===== src/rtl/regfile_pkg.sv =====
// Shared constants, write-port select payload and collision-resolve helper for the register file.
package regfile_pkg;

   localparam int unsigned XLEN_DEF = 32;
   localparam int unsigned NREG_DEF = 32;
   localparam int unsigned CNT_W    = 16;
   localparam int unsigned MAX_WR   = 16;
   localparam int unsigned IDX_W    = 4;

   typedef struct packed {
      logic             hit;
      logic [IDX_W-1:0] idx;
   } wr_sel_t;

   // Highest-indexed matching write port wins.
   function automatic wr_sel_t hi_match(input logic [MAX_WR-1:0] match);
      wr_sel_t sel;
      sel = '0;
      for (int unsigned i = 0; i < MAX_WR; i++) begin
         if (match[i]) begin
            sel.hit = 1'b1;
            sel.idx = IDX_W'(i);
         end
      end
      return sel;
   endfunction

endpackage


===== src/rtl/regfile_scoreboard.sv =====
// Pending-write scoreboard: one busy bit per register, issue sets, writeback clears.
module regfile_scoreboard
   import regfile_pkg::*;
#(
   parameter int unsigned NREG = NREG_DEF,
   parameter int unsigned NRD  = 2,
   parameter int unsigned NWR  = 2,
   parameter int unsigned AW   = $clog2(NREG)
) (
   input  logic              clk,
   input  logic              rst,
   input  logic [NWR-1:0]    wr_en,
   input  logic [NWR*AW-1:0] wr_addr,
   input  logic              iss_en,
   input  logic [AW-1:0]     iss_addr,
   input  logic [NRD*AW-1:0] rd_addr,
   output logic [NRD-1:0]    rd_busy
);

   logic [NREG-1:0] busy;
   logic [NREG-1:0] busy_nxt;
   logic [NRD-1:0]  rd_hit;

   // Clears applied first so a same-cycle issue re-marks the register.
   always_comb begin
      busy_nxt = busy;
      for (int unsigned w = 0; w < NWR; w++) begin
         if (wr_en[w]) busy_nxt[wr_addr[w*AW +: AW]] = 1'b0;
      end
      if (iss_en) busy_nxt[iss_addr] = 1'b1;
      busy_nxt[0] = 1'b0;
   end

   always_ff @(posedge clk) begin
      if (rst) busy <= '0;
      else     busy <= busy_nxt;
   end

   always_comb begin
      rd_hit  = '0;
      rd_busy = '0;
      for (int unsigned i = 0; i < NRD; i++) begin
         for (int unsigned w = 0; w < NWR; w++) begin
            if (wr_en[w] && (wr_addr[w*AW +: AW] == rd_addr[i*AW +: AW])) rd_hit[i] = 1'b1;
         end
         rd_busy[i] = busy[rd_addr[i*AW +: AW]] & ~rd_hit[i];
      end
   end

endmodule


===== src/rtl/regfile_sb.sv =====
// Multi-port register file with write-through bypass, pending-write scoreboard and collision counter.
module regfile_sb
   import regfile_pkg::*;
#(
   parameter int unsigned XLEN = XLEN_DEF,
   parameter int unsigned NREG = NREG_DEF,
   parameter int unsigned NRD  = 2,
   parameter int unsigned NWR  = 2,
   parameter int unsigned AW   = $clog2(NREG)
) (
   input  logic                clk,
   input  logic                rst,
   input  logic [NRD*AW-1:0]   rd_addr,
   output logic [NRD*XLEN-1:0] rd_data,
   output logic [NRD-1:0]      rd_busy,
   input  logic [NWR-1:0]      wr_en,
   input  logic [NWR*AW-1:0]   wr_addr,
   input  logic [NWR*XLEN-1:0] wr_data,
   input  logic                iss_en,
   input  logic [AW-1:0]       iss_addr,
   input  logic [AW-1:0]       dbg_addr,
   output logic [XLEN-1:0]     dbg_data,
   output logic [CNT_W-1:0]    conflict_cnt
);

   logic [XLEN-1:0]   rf [NREG];
   logic [MAX_WR-1:0] rd_match [NRD];
   wr_sel_t           rd_sel [NRD];
   logic              collide;

   // Later ports overwrite earlier ones, so the highest index wins a collision.
   always_ff @(posedge clk) begin
      if (rst) begin
         for (int unsigned r = 0; r < NREG; r++) rf[r] <= '0;
      end else begin
         for (int unsigned w = 0; w < NWR; w++) begin
            if (wr_en[w] && (wr_addr[w*AW +: AW] != '0))
               rf[wr_addr[w*AW +: AW]] <= wr_data[w*XLEN +: XLEN];
         end
      end
   end

   always_comb begin
      rd_data = '0;
      for (int unsigned i = 0; i < NRD; i++) begin
         rd_match[i] = '0;
         for (int unsigned w = 0; w < NWR; w++) begin
            rd_match[i][w] = wr_en[w] && (wr_addr[w*AW +: AW] == rd_addr[i*AW +: AW]);
         end
         rd_sel[i] = hi_match(rd_match[i]);
         if (rd_addr[i*AW +: AW] != '0) begin
            if (rd_sel[i].hit) rd_data[i*XLEN +: XLEN] = wr_data[rd_sel[i].idx*XLEN +: XLEN];
            else               rd_data[i*XLEN +: XLEN] = rf[rd_addr[i*AW +: AW]];
         end
      end
   end

   assign dbg_data = rf[dbg_addr];

   // Discarded writes to x0 are not counted as collisions.
   always_comb begin
      collide = 1'b0;
      for (int unsigned i = 0; i < NWR; i++) begin
         for (int unsigned j = i + 1; j < NWR; j++) begin
            if (wr_en[i] && wr_en[j] && (wr_addr[i*AW +: AW] == wr_addr[j*AW +: AW])
                && (wr_addr[i*AW +: AW] != '0))
               collide = 1'b1;
         end
      end
   end

   always_ff @(posedge clk) begin
      if (rst)                                 conflict_cnt <= '0;
      else if (collide && (conflict_cnt != '1)) conflict_cnt <= conflict_cnt + CNT_W'(1);
   end

   regfile_scoreboard #(
      .NREG (NREG),
      .NRD  (NRD),
      .NWR  (NWR),
      .AW   (AW)
   ) u_sb (
      .clk      (clk),
      .rst      (rst),
      .wr_en    (wr_en),
      .wr_addr  (wr_addr),
      .iss_en   (iss_en),
      .iss_addr (iss_addr),
      .rd_addr  (rd_addr),
      .rd_busy  (rd_busy)
   );

endmodule

===== config.mk =====
export PLATFORM = sky130hd
export DESIGN_NAME = regfile_sb
export DESIGN_NICKNAME = d
export VERILOG_FILES = /design/src/rtl/regfile_pkg.sv /design/src/rtl/regfile_scoreboard.sv /design/src/rtl/regfile_sb.sv
export SDC_FILE = /design/constraint.sdc
export NUM_CORES = 2
export LEC_CHECK = 0
export CAP_MARGIN = 10
export CORE_MARGIN = 5
export CORE_UTILIZATION = 55
export DETAILED_ROUTE_END_ITERATION = 16
export PLACE_DENSITY = 0.75
export SETUP_SLACK_MARGIN = 0.1
export SYNTH_ARGS = -nofsm -noshare
export SYNTH_HDL_FRONTEND = slang
export SYNTH_HIERARCHICAL = 1
export SYNTH_SLANG_ARGS = --single-unit

===== constraint.sdc =====
create_clock -name clk -period 3.8 [get_ports clk]
set_input_delay 0.57 -clock clk [delete_from_list [all_inputs] [get_ports clk]]
set_output_delay 0.57 -clock clk [all_outputs]
set_load 0.02 [all_outputs]

## Yosys cells after proc, flatten, opt, wreduce, memory -nomap -nowiden

Memory sizes are Yosys's and may differ from the RTL's.
Index checks and enable logic that the tools add are counted.

| operators by class | value |
|---|---|
| add/sub/neg operators | 1 |
| magnitude comparators | 8 |
| equality and inequality tests | 6 |
| shift operators | 2 |
| muxes and demuxes | 40 |
| bitwise operators | 9 |
| reduce and logical (&&, ||, !) cells | 19 |

Operators by type and width:

| cell | number |
|---|---|
| 2-to-1 mux 32 bit | 9 |
| variable part select 64 x 10 -> 32 bit | 2 |
| AND 32 bit | 2 |
| NOT 32 bit | 2 |
| OR reduction 32 bit | 2 |
| bitwise OR 32 bit | 1 |
| less-than comparator 5 x 6 -> 1 bit, second input constant | 5 |
| 2-to-1 mux 5 bit | 6 |
| == test 5 bit | 5 |
| 2-to-1 mux 1 bit | 20 |
| nonzero test 5 bit | 4 |
| adder 16 x 1 -> 16 bit, second input constant | 1 |
| inequality test 16 bit, second input constant | 1 |
| demux 1 bit (select 5 bit) | 3 |
| greater-or-equal comparator 5 x 1 -> 1 bit, second input constant | 3 |
| logical AND 1 bit | 13 |
| binary-select mux 1 bit (select 5 bit) | 2 |
| AND 1 bit | 2 |
| NOT 1 bit | 2 |

| storage, ports and cells | value |
|---|---|
| flip-flop bits (word level) | 48 |
| bits in writable memories | 1,024 |
| word-level logic and storage cells | 89 |
| memories | 1 |

Memory list:

| name | depth | width | read ports | clocked after Yosys merged registers in | wr ports | RTL line | text |
|---|---|---|---|---|---|---|---|
| rf | 32 | 32 | 3 | 0 | 32 | regfile_sb.sv:26 | `logic [XLEN-1:0] rf [NREG];` |

## Depth between registers and ports, before layout

| depth | value |
|---|---|
| depth after elaboration | 11 |
| mapped depth | 9 |
| mapped depth without buffers | 5 |

## Modules after synthesis

The synthesis kept the hierarchy.

By module, submodules not included:

| module | times used | cells an instance | area an instance (µm²) |
|---|---|---|---|
| regfile_sb | 1 | 5,093 | 68,677.1 |
| regfile_scoreboard | 1 | 266 | 2,359.8 |

## Worst setup path after synthesis

Ideal clock, no wire load.

| path | value |
|---|---|
| path kind | in2reg |
| from | input wr_addr[1] |
| to | memory rf[20][0] (netlist bit), enable pin |
| library setup time | 0.466 ns |
| arrival | 3.654 ns |
| setup slack | -0.320 ns |
| stages on the path | 5 |
| buffers on the path | 3 |
| cells stage by stage | buf_2 -> or2_2 -> clkbuf_1 -> clkbuf_1 -> o21ai_0 |

RTL lines:

| item | RTL line | text |
|---|---|---|
| start, declared | regfile_sb.sv:17 | `input logic [NWR*AW-1:0] wr_addr,` |
| end, declared | regfile_sb.sv:26 |  |

## Worst setup path after layout

| path | value |
|---|---|
| from | input rd_addr[0] |
| to | output rd_data[21] |

| on the way | value |
|---|---|
| cells in the longest elaborated chain, start to end | 6 |

Ends and longest elaborated chain:

| item | RTL line | text |
|---|---|---|
| start, declared | regfile_sb.sv:13 | `input logic [NRD*AW-1:0] rd_addr,` |
| == test 5 bit | regfile_sb.sv:48 | `rd_match[i][w] = wr_en[w] && (wr_addr[w*AW +: AW] == rd_addr[i*AW +: AW]);` |
| logical AND 1 bit | regfile_sb.sv:48 |  |
| 2-to-1 mux 5 bit | regfile_pkg.sv:20 | `if (match[i]) begin` |
| variable part select 64 x 10 -> 32 bit / 2-to-1 mux 5 bit (equally long branches) | regfile_sb.sv:52, regfile_pkg.sv:20 |  |
| 2-to-1 mux 32 bit | regfile_sb.sv:52 | `if (rd_sel[i].hit) rd_data[i*XLEN +: XLEN] = wr_data[rd_sel[i].idx*XLEN +: XLEN];` |
| 2-to-1 mux 32 bit * | regfile_sb.sv:51 | `if (rd_addr[i*AW +: AW] != '0) begin` |
| end, declared | regfile_sb.sv:14 | `output logic [NRD*XLEN-1:0] rd_data,` |

Every way passes the cells marked *; elsewhere a longest branch is shown, timed or not.

==> flow_metrics.env <==
export IMPL_nets=5627
export IMPL_violations="setup timing"
export IMPL_cts_root_buf="clkbuf_16"
export IMPL_cts_tree="yes"
export IMPL_ios=213
export IMPL_clk_path_buf_depth=3
export IMPL_place_gp_congestion=1.06
export IMPL_ir_worst_vdd_mv=0.379
export IMPL_path_cells="buf_8 > nor2b_4 > buf_12 > a22oi_1 > nand3_1 > a41oi_4 > buf_4 > dlygate4sd2_1"
export IMPL_dr_first_iter_drc_count=13564
export IMPL_ys_flop_type="edfxtp_1"
export IMPL_die_h_um=369
export IMPL_r2r_end="conflict_cnt[3]$_SDFFE_PP0P_"
export IMPL_rsz0062_at_grt="yes"
export IMPL_ff2ff_setup_slack_ns=1.65
export IMPL_dr_pass1_iters=9
export IMPL_synth_top_area_share_pct=43.3
export IMPL_gr_usage_all_layers_pct=47.1
export IMPL_status="complete, but fails checks"
export IMPL_synth_edf_count=1024
export IMPL_hold_path_class="reg -> reg"
export IMPL_yosysSeqAreaShare_pct=44.6
export IMPL_rows=131
export IMPL_ys_async_sr_fraction_pct=0
export IMPL_antenna_left=0
export IMPL_yosysMostFrequentCell="edfxtp_1"
export IMPL_fin_crit_ns=3.81
export IMPL_max_cap_violations=0
export IMPL_tightest_slew_ns=1.38
export IMPL_cp_end_kind="output port"
export IMPL_min_from="conflict_cnt[4]$_SDFFE_PP0P_"
export IMPL_synth_area_mm2=0.0710
export IMPL_vias=63269
export IMPL_slowest_delay_ns=0.92
export IMPL_yosysWarnings=6
export IMPL_r2r_start="conflict_cnt[5]$_SDFFE_PP0P_"
export IMPL_syn_area_per_cell_um2=13.3
export IMPL_routedWlPerCell_um=44.9
export IMPL_place_hpwl_um=210000
export IMPL_grt_pass1_wl_um=455000
export IMPL_r2r_cells=5
export IMPL_crit_required_ns=3.23
export IMPL_powerDensity_mw_per_mm2=395
export IMPL_h_tree_depth=3
export IMPL_slew_headroom_pct=7.39
export IMPL_fmax_mhz=262
export IMPL_critPathSlowestCell="nor2b_4"
export IMPL_cts_num_sinks=1071
export IMPL_grt_max_degree=96
export IMPL_dp_cells=7124
export IMPL_min_to="conflict_cnt[4]$_SDFFE_PP0P_"
export IMPL_total_power_uw=33100
export IMPL_path_buf_inv=4
export IMPL_setup_violations_final=1
export IMPL_synthToLayoutAreaGrowth_pct=18.0
export IMPL_io_buffers=212
export IMPL_synth_area_leaders="edfxtp_1, mux4_2, a22o_1"
export IMPL_drt_total_wl_um=331000
export IMPL_timing_final_max_slew_violations=0
export IMPL_vias_per_cell=8.58
export IMPL_synth_cell_types=59
export IMPL_final_setup_tns_ns=-0.0133
export IMPL_fin_ws_ns=-0.0133
export IMPL_critical_path_arrival_ns=3.24
export IMPL_fillCellCount=9191
export IMPL_numCtsBuffers=117
export IMPL_fin_skew_ns=0.00223
export IMPL_fin_util_pct=65.5
export IMPL_hold_depth=2
export IMPL_layout_drive_gt1_share_pct=29.0
export IMPL_fin_crit_sh_pct=100
export IMPL_hold_viol_final=0
export IMPL_hold_slack_ns=0.494
export IMPL_yosysTopAreaCell="edfxtp_1"
export IMPL_antenna_found_initial=24
export IMPL_dieWidth_um=369
export IMPL_critical_path_class="in -> out"
export IMPL_die_area_mm2=0.136
export IMPL_coreArea_mm2=0.128
export IMPL_critPathLaunchType="input pin"
export IMPL_p_leak_uw=0.0293
export IMPL_clk_pin_slew_ns=0.06
export IMPL_cp_max_fo=18
export IMPL_synthTopCellsByCount="edfxtp_1, a22o_1, mux4_2"
export IMPL_finalNonFillerCells=7372
export IMPL_drc=0
export IMPL_path_delay_family="simple AND/OR/NAND/NOR gates"
export IMPL_initial_core_util_pct=55.5
export IMPL_grt_pass1_vias=60737
export IMPL_overflow=0
export IMPL_ys_seq_elements=1071
export IMPL_clock_latency_ns=0.75
export IMPL_synthCells=5359
what timing repair did:
item                                    CTS  global route
endpoints found under the setup margin   94            46
pin swaps                                 2             7
cloned                                    0             1
resized for setup                       101            37
buffers inserted                          6             5
hold buffers                              0             0
placed cells by master, fill, tap and decap left out, types with 13 or more instances in the layout:
cell type | netlist | layout
a211oi_1 | 129 | 129
a21o_1 | 63 | 62
a21oi_1 | 138 | 138
a22o_1 | 994 | 994
a22oi_1 | 312 | 309
a41oi_1 | 62 | 50
buf_12 | 0 | 164
buf_4 | 18 | 489
bufinv_16 | 0 | 17
clkbuf_1 | 536 | 20
clkbuf_16 | 0 | 120
clkdlybuf4s50_1 | 0 | 95
clkinv_1 | 0 | 21
clkinv_2 | 0 | 19
conb_1 | 1 | 32
dfxtp_1 | 47 | 47
diode_2 | 0 | 18
dlygate4sd2_1 | 0 | 72
edfxtp_1 | 1024 | 1024
mux2_2 | 39 | 38
mux2i_1 | 382 | 382
mux4_2 | 587 | 587
nand2_1 | 35 | 32
nand3_1 | 140 | 140
nor2_1 | 100 | 77
nor2_4 | 0 | 24
nor2b_1 | 145 | 135
nor3_2 | 6 | 36
nor3b_1 | 13 | 13
o21ai_4 | 0 | 19
o221ai_1 | 64 | 53
xnor2_1 | 16 | 16
xor2_1 | 29 | 29
layer usage:
layer | up-vias | part of all wire, % | global-route usage [%]
met5 | - | 0.084 | 0.997
met4 | 16 | 12 | 40.1
met3 | 2133 | 19 | 22.8
met2 | 7895 | 40 | 64.3
met1 | 30295 | 30 | 55.4
li1 | 22930 | - | -
logic make-up after synthesis:
family / Yosys count / share of synthesized area [%]
AO/OA/AOI/OAI: 1808 / 20.5
flip-flops: 1071 / 44.6
multiplexers: 1016 / 24.9
buffers and inverters: 843 / 4.92
AND/OR/NAND/NOR: 574 / 4.44
XOR/XNOR: 45 / 0.555
adder cells (fa/ha/maj): 1 / 0.0176
other: 1 / 0.00528
area by class of cell:
class	count	area [um^2]	area share, %
multi-input combinational	3476	37000	44.1
sequential	1071	31700	37.8
timing repair buffer	853	8930	10.7
clock buffer	143	3110	3.71
tap	1729	2160	2.58
clock inverter	74	837	0.999
antenna	18	45.0	0.0538
inverter	8	30.0	0.0358
flip-flops by register name, indices dropped and copies added (netlist names):
name,cells
rf,1024
conflict_cnt,16
u_sb/busy,31
worst max-delay path by stage:
stage / start / to / slack [ns] / cells after the start
after global routing: wr_addr[5] / rd_data[48] / 0.09 / 11
after detailed placement: wr_addr[2] / rd_data[22] / -0.46 / 10
final: rd_addr[0] / rd_data[21] / -0.01 / 8
after global placement: wr_addr[0] / rd_data[0] / -0.46 / 10
after floorplan: wr_addr[1] / rf[20][0]$_DFFE_PP_ / -0.32 / 5
after CTS: wr_addr[8] / rd_data[22] / -0.10 / 9
metrics by stage:
step	cell area [um^2]	setup WS, ns
global route	83700	0.0939
CTS	83500	-0.105
detailed placement	79400	-0.456
finish	83800	-0.0133
floorplan	71200	-0.320
global placement	79400	-0.461
worst reg2reg max path: cells and delay by family, from the launching register on:
| kind | cells | cell delay (ns) |
|---|---|---|
| AND/OR/NAND/NOR | 4 | 1.50 |
| flip-flops | 1 | 0.43 |
| AO/OA/AOI/OAI | 1 | 0.06 |
power by group:
| part | internal (uW) | switching [uW] | total, uW |
|---|---|---|---|
| combinational | 2760 | 4100 | 6860 |
| clock | 6950 | 5100 | 12100 |
| sequential | 13600 | 553 | 14200 |
(Power assumes the default switching activity.)
